$ cat config.mk
export PLATFORM = sky130hd
export DESIGN_NAME = cdb_arbiter
export DESIGN_NICKNAME = d
export VERILOG_FILES = /design/src/rtl/cdb_arbiter.sv
export SDC_FILE = /design/constraint.sdc
export NUM_CORES = 1
export LEC_CHECK = 0
export CORE_MARGIN = 2
export CORE_UTILIZATION = 31
export CTS_CLUSTER_DIAMETER = 150
export DETAILED_ROUTE_END_ITERATION = 6
export PLACE_DENSITY = 0.87
export SLEW_MARGIN = 10
export SYNTH_ARGS = -nofsm -noshare
export SYNTH_HDL_FRONTEND = slang
export SYNTH_SLANG_ARGS = --single-unit
$ cat constraint.sdc
create_clock -name clk_in -period 2.3 [get_ports clk_in]
set_clock_uncertainty 0.15 [all_clocks]
set_input_delay 0.575 -clock clk_in [delete_from_list [all_inputs] [get_ports clk_in]]
set_output_delay 0.575 -clock clk_in [all_outputs]
set_load 0.02 [all_outputs]
$ cat src/rtl/cdb_arbiter.sv
// Round-robin arbiter for the common data bus. It grants at most one finished
// execution result per cycle and broadcasts the granted result one cycle later.
module cdb_arbiter #(
  parameter int N_REQ      = 3,
  parameter int ROB_ID_BIT = 4
) (
  input  logic                        clk_in,
  input  logic                        rst_in,
  input  logic                        rdy_in,
  input  logic                        flush_in,
  input  logic [N_REQ-1:0]            req_valid,
  input  logic [N_REQ*ROB_ID_BIT-1:0] req_rob_id,
  input  logic [N_REQ*32-1:0]         req_value,
  input  logic [N_REQ*32-1:0]         req_addr,
  output logic [N_REQ-1:0]            req_ready,
  output logic                        cdb_valid,
  output logic [ROB_ID_BIT-1:0]       cdb_rob_id,
  output logic [31:0]                 cdb_value,
  output logic [31:0]                 cdb_addr,
  output logic [1:0]                  cdb_src
);

  localparam int IDX_W = (N_REQ > 1) ? $clog2(N_REQ) : 1;

  logic [IDX_W-1:0]      r_prio;
  logic                  r_cdb_valid;
  logic [ROB_ID_BIT-1:0] r_cdb_rob_id;
  logic [31:0]           r_cdb_value;
  logic [31:0]           r_cdb_addr;
  logic [1:0]            r_cdb_src;

  logic                  w_grant_any;
  logic [IDX_W-1:0]      w_grant_idx;
  logic [IDX_W-1:0]      w_next_prio;
  logic [N_REQ-1:0]      w_onehot;
  logic                  w_fire;
  logic [ROB_ID_BIT-1:0] w_sel_id;
  logic [31:0]           w_sel_value;
  logic [31:0]           w_sel_addr;
  int                    w_scan;

  // Scan from the highest offset down so the first valid index after prio wins last.
  always_comb begin
    w_grant_any = 1'b0;
    w_grant_idx = '0;
    w_scan      = 0;
    for (int k = N_REQ - 1; k >= 0; k--) begin
      w_scan = int'(r_prio) + k;
      if (w_scan >= N_REQ) w_scan = w_scan - N_REQ;
      if (req_valid[w_scan[IDX_W-1:0]]) begin
        w_grant_any = 1'b1;
        w_grant_idx = w_scan[IDX_W-1:0];
      end
    end
  end

  always_comb begin
    w_onehot    = '0;
    w_sel_id    = '0;
    w_sel_value = '0;
    w_sel_addr  = '0;
    for (int i = 0; i < N_REQ; i++) begin
      if (w_grant_idx == IDX_W'(i)) begin
        w_onehot[i] = w_grant_any;
        w_sel_id    = req_rob_id[i*ROB_ID_BIT +: ROB_ID_BIT];
        w_sel_value = req_value[i*32 +: 32];
        w_sel_addr  = req_addr[i*32 +: 32];
      end
    end
  end

  assign w_fire      = !rst_in && rdy_in && !flush_in && w_grant_any;
  assign w_next_prio = (w_grant_idx == IDX_W'(N_REQ - 1)) ? '0 : w_grant_idx + 1'b1;
  assign req_ready   = w_fire ? w_onehot : '0;

  // Pause freezes everything, including a broadcast already on the bus.
  always_ff @(posedge clk_in) begin
    if (rst_in) begin
      r_prio       <= '0;
      r_cdb_valid  <= 1'b0;
      r_cdb_rob_id <= '0;
      r_cdb_value  <= '0;
      r_cdb_addr   <= '0;
      r_cdb_src    <= '0;
    end else if (rdy_in) begin
      if (flush_in) begin
        r_prio      <= '0;
        r_cdb_valid <= 1'b0;
      end else if (w_grant_any) begin
        r_prio       <= w_next_prio;
        r_cdb_valid  <= 1'b1;
        r_cdb_rob_id <= w_sel_id;
        r_cdb_value  <= w_sel_value;
        r_cdb_addr   <= w_sel_addr;
        r_cdb_src    <= 2'(w_grant_idx);
      end else begin
        r_cdb_valid <= 1'b0;
      end
    end
  end

  assign cdb_valid  = r_cdb_valid;
  assign cdb_rob_id = r_cdb_rob_id;
  assign cdb_value  = r_cdb_value;
  assign cdb_addr   = r_cdb_addr;
  assign cdb_src    = r_cdb_src;

endmodule

==> results of run 1 <==
## sequential cells by signal, summed over array words and instances, names as in the netlist
signal and flops:
cdb_addr 32, r_prio 2, cdb_src 2, cdb_valid 1, cdb_value 32, cdb_rob_id 4
## cell type report
| type | count | area share, % |
|---|---|---|
| clock buffers | 10 | 2.92 |
| well taps | 168 | 2.68 |
| inverters | 26 | 1.24 |
| flip-flops and latches | 73 | 18.6 |
| clock inverters | 6 | 0.446 |
| repair buffers | 331 | 43.7 |
| multi-input cells | 278 | 30.4 |
## power groups by stage
stage	registers, mW	logic [mW]	clock network (mW)
finish	1.43	1.61	1.28
detailed placement	1.45	1.44	0
global placement	1.44	1.40	0
CTS	1.42	1.50	1.31
floorplan	1.57	0.556	0
global route	1.44	1.70	1.37
## stage by stage
step / setup TNS [ns] / util (%) / worst slack (ns) / cells / hold WS (ns)
after floorplan: -0.0682 / - / -0.0344 / 423 / 0.348
after global placement: -30.38 / 59.3 / -0.850 / 865 / 0.291
after detailed placement: -38.67 / 59.3 / -0.937 / 865 / 0.299
after CTS: -8.33 / 62.6 / -0.361 / 889 / 0.307
after global routing: -15.21 / 65.1 / -0.422 / 892 / 0.325
final: -7.28 / 65.1 / -0.342 / 892 / 0.312
## per-layer routing
layer  routed length [um]  vias up
met1                 6340     2341
li1                     -     2259
met3                 1790       54
met4                  645        0
met2                 9270      276
met5                    0        -
## worst paths after layout
check / startpoint / end / slack, ns / cells after the start
setup / recovery: r_prio[0] / req_ready[2] / -0.34 / 8
hold / removal: cdb_addr[24] / cdb_addr[24] / 0.31 / 1
setup reg to reg: r_prio[0] / cdb_value[25] / -0.19 / 8
hold reg to reg: cdb_addr[24] / cdb_addr[24] / 0.31 / 1
## repair_timing
| item | CTS | global route |
|---|---|---|
| gates resized for setup | 26 | 44 |
| buffers inserted | 9 | 2 |
| cloned | 2 | 1 |
| setup endpoints to repair | 72 | 72 |
| pin swaps | 10 | 19 |
## cells by family (layout without fill, tap and decap cells)
logic type / Yosys count / in the layout / synth area share, %
multiplexers: 1 / 1 / 0.259
adder cells (fa/ha/maj): 3 / 3 / 0.972
AND/OR/NAND/NOR: 120 / 120 / 16.8
flip-flops: 73 / 73 / 37.8
AO/OA/AOI/OAI: 154 / 154 / 35.0
buffers and inverters: 72 / 373 / 9.07
## critical path, cell delays in order (launching register included)
cell and delay [ns]:
dfxtp_2 0.33, inv_2 0.05, ha_4 0.30, and2b_1 0.15, o211ai_1 0.11, o22a_2 0.27, buf_6 0.13, nor2_4 0.10
buf_6 0.12
## cells in the final DEF, fill, tap and decap left out, types with 2 or more instances in the layout
cell | Yosys | routed
inv_2 | 0 | 2
nand3_1 | 2 | 2
a32o_1 | 47 | 47
nor3_2 | 0 | 5
nor2b_4 | 0 | 2
nor3_1 | 22 | 7
o22a_1 | 47 | 46
clkbuf_16 | 0 | 10
or3_1 | 46 | 46
clkdlybuf4s50_1 | 0 | 278
dfxtp_2 | 0 | 2
nor2b_1 | 7 | 4
dlygate4sd2_1 | 0 | 3
clkinv_2 | 0 | 4
inv_1 | 26 | 24
ha_4 | 0 | 2
nor3_4 | 1 | 11
o32ai_1 | 22 | 10
o22ai_1 | 3 | 2
clkinvlp_4 | 0 | 2
nor2_4 | 0 | 4
buf_4 | 1 | 28
nor2_1 | 30 | 27
buf_8 | 0 | 2
dfxtp_1 | 73 | 71
buf_12 | 0 | 12
buf_6 | 6 | 5
o211ai_1 | 23 | 23
a21oi_1 | 6 | 6
nand2_1 | 5 | 3
o32ai_2 | 0 | 12
==> flow_metrics.tcl, run 1 <==
set metrics [dict create \
    grt_pass1_wl_um 25100 \
    drv_slew 0 \
    p_leak_nw 2.75 \
    violations "setup timing" \
    timing.final.ws_setup_ns -0.342 \
    crit_fanout 7 \
    maxCapViolCount 0 \
    critPathArrivalTime_ns 1.92 \
    cts_hold_buf 0 \
    use_met1_pct 24.5 \
    grtUsageMet3_pct 7.27 \
    power.share.clock_pct 29.7 \
    area.sequential_um2 1460 \
    power_frac_comb_pct 37.3 \
    synth.distinct_cells 34 \
    synth_top_area_cell "dfxtp_1" \
    ys_async_sr_fraction_pct 0 \
    timing.fmax_mhz 378 \
    drtAntennaViolNets 0 \
    cp-end-kind "output pin" \
    hp-class "reg2reg" \
    hold_viol 0 \
    clock_path_buffers 2 \
    post-route-cell-area_um2 7850 \
    multi_input_area_um2 2380 \
    synth_warnings 0 \
    startpoint_type "flip-flop" \
    peakVddDrop_v 0.000373 \
    outcome "complete, but fails checks" \
    antenna_found_initial 0 \
    antenna_cells 0 \
    drt-initial-drc-count 384 \
    nNetsFinal 933 \
    worst_pin_slew_ns 0.611 \
    cts_buffers 9 \
    root_buffer "clkbuf_16" \
    synth_seq_cells 73 \
    layout-drive-gt1-share_pct 15.9 \
    dpl.hpwl_um 12100 \
    cts_num_sinks 73 \
    insertion_delay_ns 0.34 \
    final-setup-viol-count 63 \
    first_pass_iters 5 \
    post-route-period-util_pct 115 \
    cts_tree "done" \
    clk_pin_slew_ns 0.06 \
    grt_use_total_pct 24.2 \
    die_y_um 116 \
    nFillCells 898 \
    synth_edf_count 0 \
    io_buffers 284 \
    die_area_um2 13400 \
    wl_um 18100 \
    area_growth_pct 103 \
    synth_seq_area_share_pct 37.8 \
    critPathKind "reg2out" \
    netSwitchingPower_mw 1.33 \
    synth_top_area_share_pct 37.8 \
    syn_inst 423 \
    fp-row-count 40 \
    slew-limit-headroom_pct 59.3 \
    grt_pass1_vias 5095 \
    rsz0062_at_grt "true" \
    avgViaCountPerCell 5.53 \
    fin_crit_ns 2.64 \
    place_congestion 0.817 \
    synth_area_leaders "dfxtp_1 (38%), a32o_1 (12%), o22a_1 (11%), or3_1 (7.5%), o32ai_1 (5.0%)" \
    synth.cell_area_um2 3860 \
    htree_num_levels 3 \
    grt.overflow.total 0 \
    grt_max_degree 53 \
    ys.flop_type "dfxtp_1" \
    yosysMostFrequentCell "dfxtp_1" \
    post_drt_wl_per_cell_um 20.2 \
    placeableCoreArea_um2 12100 \
    synth_fp_nets 637 \
    powerDensity_nw_per_um2 550 \
    syn_area_per_cell_um2 9.13 \
    sw_frac_of_total_pct 30.8 \
    initial_core_util_pct 32.0 \
    grt.met2_usage_pct 45.3 \
    seqPwrFrac_pct 33.0 \
    die_w_um 116 \
    required_ns 1.57 \
    synth_commonest_cells "dfxtp_1 (73), a32o_1 (47), o22a_1 (47), or3_1 (46), nor2_1 (30)" \
    place_area_um2 7150 \
    p_int_mw 2.99 \
    vias 4930 \
    total_power_mw 4.32 \
    pin_count 285 \
    drc 0 \
    grt-busiest-layer "met2" \
]
Power figures use the tool's default switching activity.
==> inputs of run 2 (changes only) <==
CELL_PAD_IN_SITES_DETAIL_PLACEMENT = 1   (was default)
CELL_PAD_IN_SITES_GLOBAL_PLACEMENT = 1   (was default)
CORE_UTILIZATION = 21   (was 31)
PLACE_DENSITY = 0.86   (was 0.87)
==> run 2 against run 1 <==
Net effect:
- the run still ends with setup timing left
- utilization decreased by 15 points
- clock-buffer cell count increased by 1
- sequential share of layout area decreased by 2.5 points
- setup slack got worse by 0.033 ns
- non-clock buffer count increased by 49
- hold slack improved by 0.0034 ns
- die area increased by 46%
- highest routed layer unchanged
==> flow_metrics.tcl, run 2 (synthesis results as in run 1) <==
set metrics [dict create \
    maxCapViolCount 0 \
    crit_chain "buf_4 -> ha_4 -> nor2b_4 -> o31ai_4 -> buf_4 -> or2_4 -> nand2_4 -> nor2_4 -> buf_6" \
    r2r_end "cdb_value[19]" \
    antenna_found_initial 1 \
    fin_crit_ns 2.68 \
    area.sequential_um2 1460 \
    fp-row-count 49 \
    outcome "complete, but fails checks" \
    fin_util_pct 50.2 \
    startpoint_type "flip-flop" \
    clk_pin_slew_ns 0.06 \
    cts_buffers 9 \
    critical_path.max_stage_delay_ns 0.32 \
    rsz0062_at_grt "true" \
    stdcell_count 1003 \
    root_buffer "clkbuf_16" \
    drt-initial-drc-count 132 \
    cp-end-kind "output pin" \
    final_cell_mix "clkdlybuf4s50_1 (278), dfxtp_1 (71), a32o_1 (47)" \
    multi_input_area_um2 2610 \
    htree_num_levels 3 \
    post-route-cell-area_um2 9050 \
    reg2reg_depth 11 \
    first_pass_iters 4 \
    slowest_stage "dfxtp_2" \
    clock_path_buffers 2 \
    drtAntennaViolNets 0 \
    setup_tns_ns -11.19 \
    timing.final.ws_setup_ns -0.375 \
    nNetsFinal 982 \
    grt_pass1_vias 5629 \
    avgViaCountPerCell 5.15 \
    insertion_delay_ns 0.34 \
    nFillCells 1909 \
    final-setup-viol-count 71 \
    cts_tree "done" \
    total_power_mw 5.16 \
    crit_buf_inv 3 \
    wl_um 23500 \
    placeableCoreArea_um2 18000 \
    timing.fmax_mhz 374 \
    die_y_um 140 \
    grt.overflow.total 0 \
    grt_max_degree 38 \
    io_buffers 284 \
    powerDensity_nw_per_um2 570 \
    worst_pin_slew_ns 0.410 \
    cts_hold_buf 0 \
    p_leak_nw 3.23 \
    cts_num_sinks 73 \
    hold_viol 0 \
    place_congestion 0.836 \
    layout-drive-gt1-share_pct 24.5 \
    drc 0 \
    required_ns 1.57 \
    post_drt_wl_per_cell_um 23.4 \
    place_inst 936 \
    cp-endpoint "req_ready[0]" \
    grt_use_total_pct 21.6 \
    critPathKind "reg2out" \
    place_area_um2 7300 \
    critPathArrivalTime_ns 1.95 \
    grt_pass1_wl_um 32700 \
    hold_ws_ns 0.315 \
    post-route-period-util_pct 116 \
    crit_start "r_prio[0]" \
    vias 5162 \
    violations "setup timing" \
    dpl.hpwl_um 13900 \
    drv_slew 0 \
    die_area_um2 19500 \
    area_growth_pct 134 \
    hp-class "reg2reg" \
    place_ws_ns -0.935 \
    crit_family "simple AND/OR/NAND/NOR gates" \
    timing.reg2reg.setup_slack_ns -0.21 \
    critPathMostFrequentCell "buf_4" \
    pin_count 285 \
    peakVddDrop_v 0.000317 \
    initial_core_util_pct 21.4 \
    rr_startpoint "r_prio[0]" \
    crit_fanout 4 \
    mostFrequentLayoutCell "clkdlybuf4s50_1" \
    die_w_um 140 \
    crit_cells 9 \
    slew-limit-headroom_pct 72.7 \
]
==> run 2: timing repair <==
item / in CTS / in global routing
endpoints found under the setup margin: 72 / 74
buffers inserted: 25 / 12
gates cloned: 15 / 9
gates resized for setup: 95 / 55
pin swaps: 38 / 34
==> run 2: metal layers <==
| metal | part of all wire, % | GRT usage [%] | vias up |
|---|---|---|---|
| met5 | 0 | 0 | - |
| met4 | 3.6 | 8.58 | 0 |
| met3 | 8.6 | 7.05 | 45 |
| met2 | 50 | 39.0 | 276 |
| met1 | 37 | 23.4 | 2471 |
| li1 | - | - | 2370 |
==> run 2: layout make-up <==
class	count	area share, %
clock buffers	11	2.68
multi-input cells	278	28.8
well taps	229	3.17
inverters	26	1.08
flip-flops and latches	73	16.2
repair buffers	380	47.0
clock inverters	5	1.13
diodes	1	0.0276
==> run 2: worst min-delay path by stage <==
stage | start | endpoint | cells after the start
finish | cdb_value[14] | cdb_value[14] | 1
global route | cdb_value[14] | cdb_value[14] | 1
CTS | cdb_rob_id[2] | cdb_rob_id[2] | 2
detailed placement | cdb_rob_id[2] | cdb_rob_id[2] | 2
global placement | cdb_rob_id[1] | cdb_rob_id[1] | 2
floorplan | r_prio[0] | r_prio[0] | 2
==> run 2: where the power goes <==
| part | internal, mW | switching [mW] |
|---|---|---|
| combinational | 1.17 | 0.868 |
| clock | 1.09 | 0.606 |
| sequential | 1.37 | 0.0600 |
| total | 3.63 | 1.53 |
==> inputs of run 3 (changes only) <==
ABC_AREA = 1   (was default)
==> run 3 against run 2 <==
Net effect:
- the flow still finishes with violations (setup timing)
- sequential power hardly changed
- setup slack worse by 0.039 ns
- combinational power is 9% higher
- utilization is 8.5 points lower
- sequential cell count stayed put
- clock-buffer cell count stayed put
- area after synthesis is 16% higher
- via count is 20% higher
- maximum frequency is 1.5% lower
- critical path type unchanged
- highest routed layer unchanged
==> flow_metrics.tcl, run 3 <==
set metrics [dict create \
    outcome "complete, but fails checks" \
    violations "setup timing" \
    yosysMostFrequentCell "nand2_1" \
    startpoint_type "flip-flop" \
    clk_pin_slew_ns 0.06 \
    grt.overflow.total 0 \
    fp-row-count 53 \
    synth_area_leaders "dfxtp_1 (33%), nand3_1 (16%), nand2_1 (16%), nor2_1 (11%), a21oi_1 (6.1%)" \
    grt_use_total_pct 18.4 \
    timing.fmax_mhz 368 \
    die_y_um 150 \
    hold_viol 0 \
    multi_input_area_um2 2880 \
    hp-start "cdb_addr[4]" \
    die_w_um 150 \
    drt-initial-drc-count 159 \
    area.sequential_um2 1470 \
    post_drt_wl_per_cell_um 18.0 \
    nNetsFinal 1245 \
    insertion_delay_ns 0.33 \
    synth_commonest_cells "nand2_1 (191), nand3_1 (147), nor2_1 (132), dfxtp_1 (73), a21oi_1 (55)" \
    synth_edf_count 0 \
    nFillCells 2601 \
    vias 6214 \
    first_pass_iters 4 \
    synth_seq_cells 73 \
    final-setup-viol-count 50 \
    fin_util_pct 41.7 \
    cts_hold_buf 0 \
    grt_pass1_wl_um 32500 \
    grt_max_degree 67 \
    ys.flop_type "dfxtp_1" \
    synth_fp_nets 950 \
    p_leak_nw 3.64 \
    layout-drive-gt1-share_pct 15.9 \
    die_area_um2 22600 \
    pin_count 285 \
    timing.reg2reg.setup_slack_ns -0.13 \
    r2r_end "cdb_value[20]" \
    place_inst 1271 \
    antenna_cells 0 \
    synth.cell_area_um2 4490 \
    cp-end-kind "output pin" \
    timing.final.ws_setup_ns -0.415 \
    initial_core_util_pct 21.4 \
    worst_pin_slew_ns 0.897 \
    drtAntennaViolNets 0 \
    synth_warnings 0 \
    mostFrequentLayoutCell "clkdlybuf4s50_1" \
    grt_pass1_vias 6260 \
    synth_seq_area_share_pct 32.6 \
    area_growth_pct 95.1 \
    hold_end "cdb_addr[4]" \
    avgViaCountPerCell 4.74 \
    ys_async_sr_fraction_pct 0 \
    cts_buffers 9 \
    peakVddDrop_v 0.000341 \
    final_cell_mix "clkdlybuf4s50_1 (277), nand2_1 (181), nand3_1 (140)" \
    setup_tns_ns -4.91 \
    critPathArrivalTime_ns 1.99 \
    syn_area_per_cell_um2 6.10 \
    antenna_found_initial 0 \
    synth_top_area_share_pct 32.6 \
    clock_path_buffers 2 \
    required_ns 1.57 \
    powerDensity_nw_per_um2 607 \
    crit_fanout 4 \
    cts_num_sinks 73 \
    critPathKind "reg2out" \
    stdcell_count 1311 \
    io_buffers 284 \
    post-route-period-util_pct 118 \
    hp-class "reg2reg" \
    synth.distinct_cells 24 \
    placeableCoreArea_um2 21000 \
    htree_num_levels 3 \
    fin_crit_ns 2.71 \
    slew-limit-headroom_pct 40.2 \
    dpl.hpwl_um 15700 \
    drv_slew 0 \
    rr_startpoint "r_prio[0]" \
    root_buffer "clkbuf_16" \
    rsz0062_at_grt "true" \
    drc 0 \
    reg2reg_depth 17 \
    maxCapViolCount 0 \
    cts_tree "done" \
    wl_um 23700 \
    syn_inst 736 \
    synth_top_area_cell "dfxtp_1" \
    place_congestion 0.835 \
    hold_depth 2 \
]
-- run 3: changes by cell type after synthesis, sizes merged, moves of 12 or more --
cell    before  now
nand2        5  194
nand3        2  151
nor2        31  132
a21oi        7   56
a32o        47    0
o22a        47    0
or3         46    0
nor3        23    0
o211ai      23    1
o32ai       22    0
nand4        1   18
buf         32   44
-- run 3: logic make-up (layout without fill, tap and decap cells) --
kind of cell | Yosys count | in the layout | synth area share [%]
simple gates | 505 | 505 | 48.9
flops | 73 | 73 | 32.6
compound gates | 66 | 66 | 7.75
fa+ha+maj | 3 | 3 | 0.836
buf+inv | 89 | 389 | 10.0
-- run 3: routing by layer --
metal | up-vias | GRT usage, % | wire length, um
met5 | - | 0 | 0
met4 | 0 | 5.85 | 461
met3 | 29 | 6.45 | 2010
met2 | 240 | 33.2 | 11700
met1 | 2963 | 20.1 | 9480
li1 | 2982 | - | -
-- run 3: area by class of cell --
type / instances / area share [%]
clock buffer: 11 / 2.77
timing repair buffer: 341 / 41.0
clock inverter: 5 / 1.17
sequential: 73 / 16.8
inverter: 32 / 1.51
tap: 275 / 3.93
multi-input combinational: 574 / 32.8
-- run 3: timing repair --
action / 4_1_cts / 5_1_grt
buffers inserted: 14 / 7
setup endpoints to repair: 74 / 75
pin swaps: 13 / 9
gates resized for setup: 67 / 77
gates cloned: 2 / 11
-- run 3: per-stage QoR --
stage	worst slack (ns)	total power, mW	hold slack, ns	instance area (um^2)
floorplan	-0.0278	2.49	0.292	4550
global placement	-0.970	3.33	0.301	7650
detailed placement	-1.08	3.38	0.305	7650
CTS	-0.385	5.23	0.315	8310
global route	-0.504	5.63	0.337	8760
finish	-0.415	5.32	0.312	8760
-- run 3: worst max-delay path by stage --
stage | start | end | slack (ns) | cells after the start
floorplan | r_prio[1] | req_ready[0] | -0.03 | 10
global placement | req_valid[1] | req_ready[1] | -0.97 | 12
detailed placement | req_valid[1] | req_ready[1] | -1.08 | 12
CTS | r_prio[0] | req_ready[0] | -0.38 | 13
global route | r_prio[0] | req_ready[0] | -0.50 | 12
finish | r_prio[0] | req_ready[0] | -0.41 | 11
-- run 3: critical path, stage by stage, from the launching register on --
cell and delay [ns]:
dfxtp_4 0.38, inv_4 0.05, ha_2 0.21, inv_2 0.07, nand2_2 0.06, nand2_1 0.14
nand3_2 0.12, o21ai_4 0.20, nand2_4 0.10, nand4_1 0.15, inv_2 0.05, buf_6 0.12
-- run 3: power breakdown --
part           total [mW]  internal (mW)  switching [mW]
Combinational        2.22           1.05            1.17
Clock                1.66           1.09           0.570
Sequential           1.44           1.38          0.0620
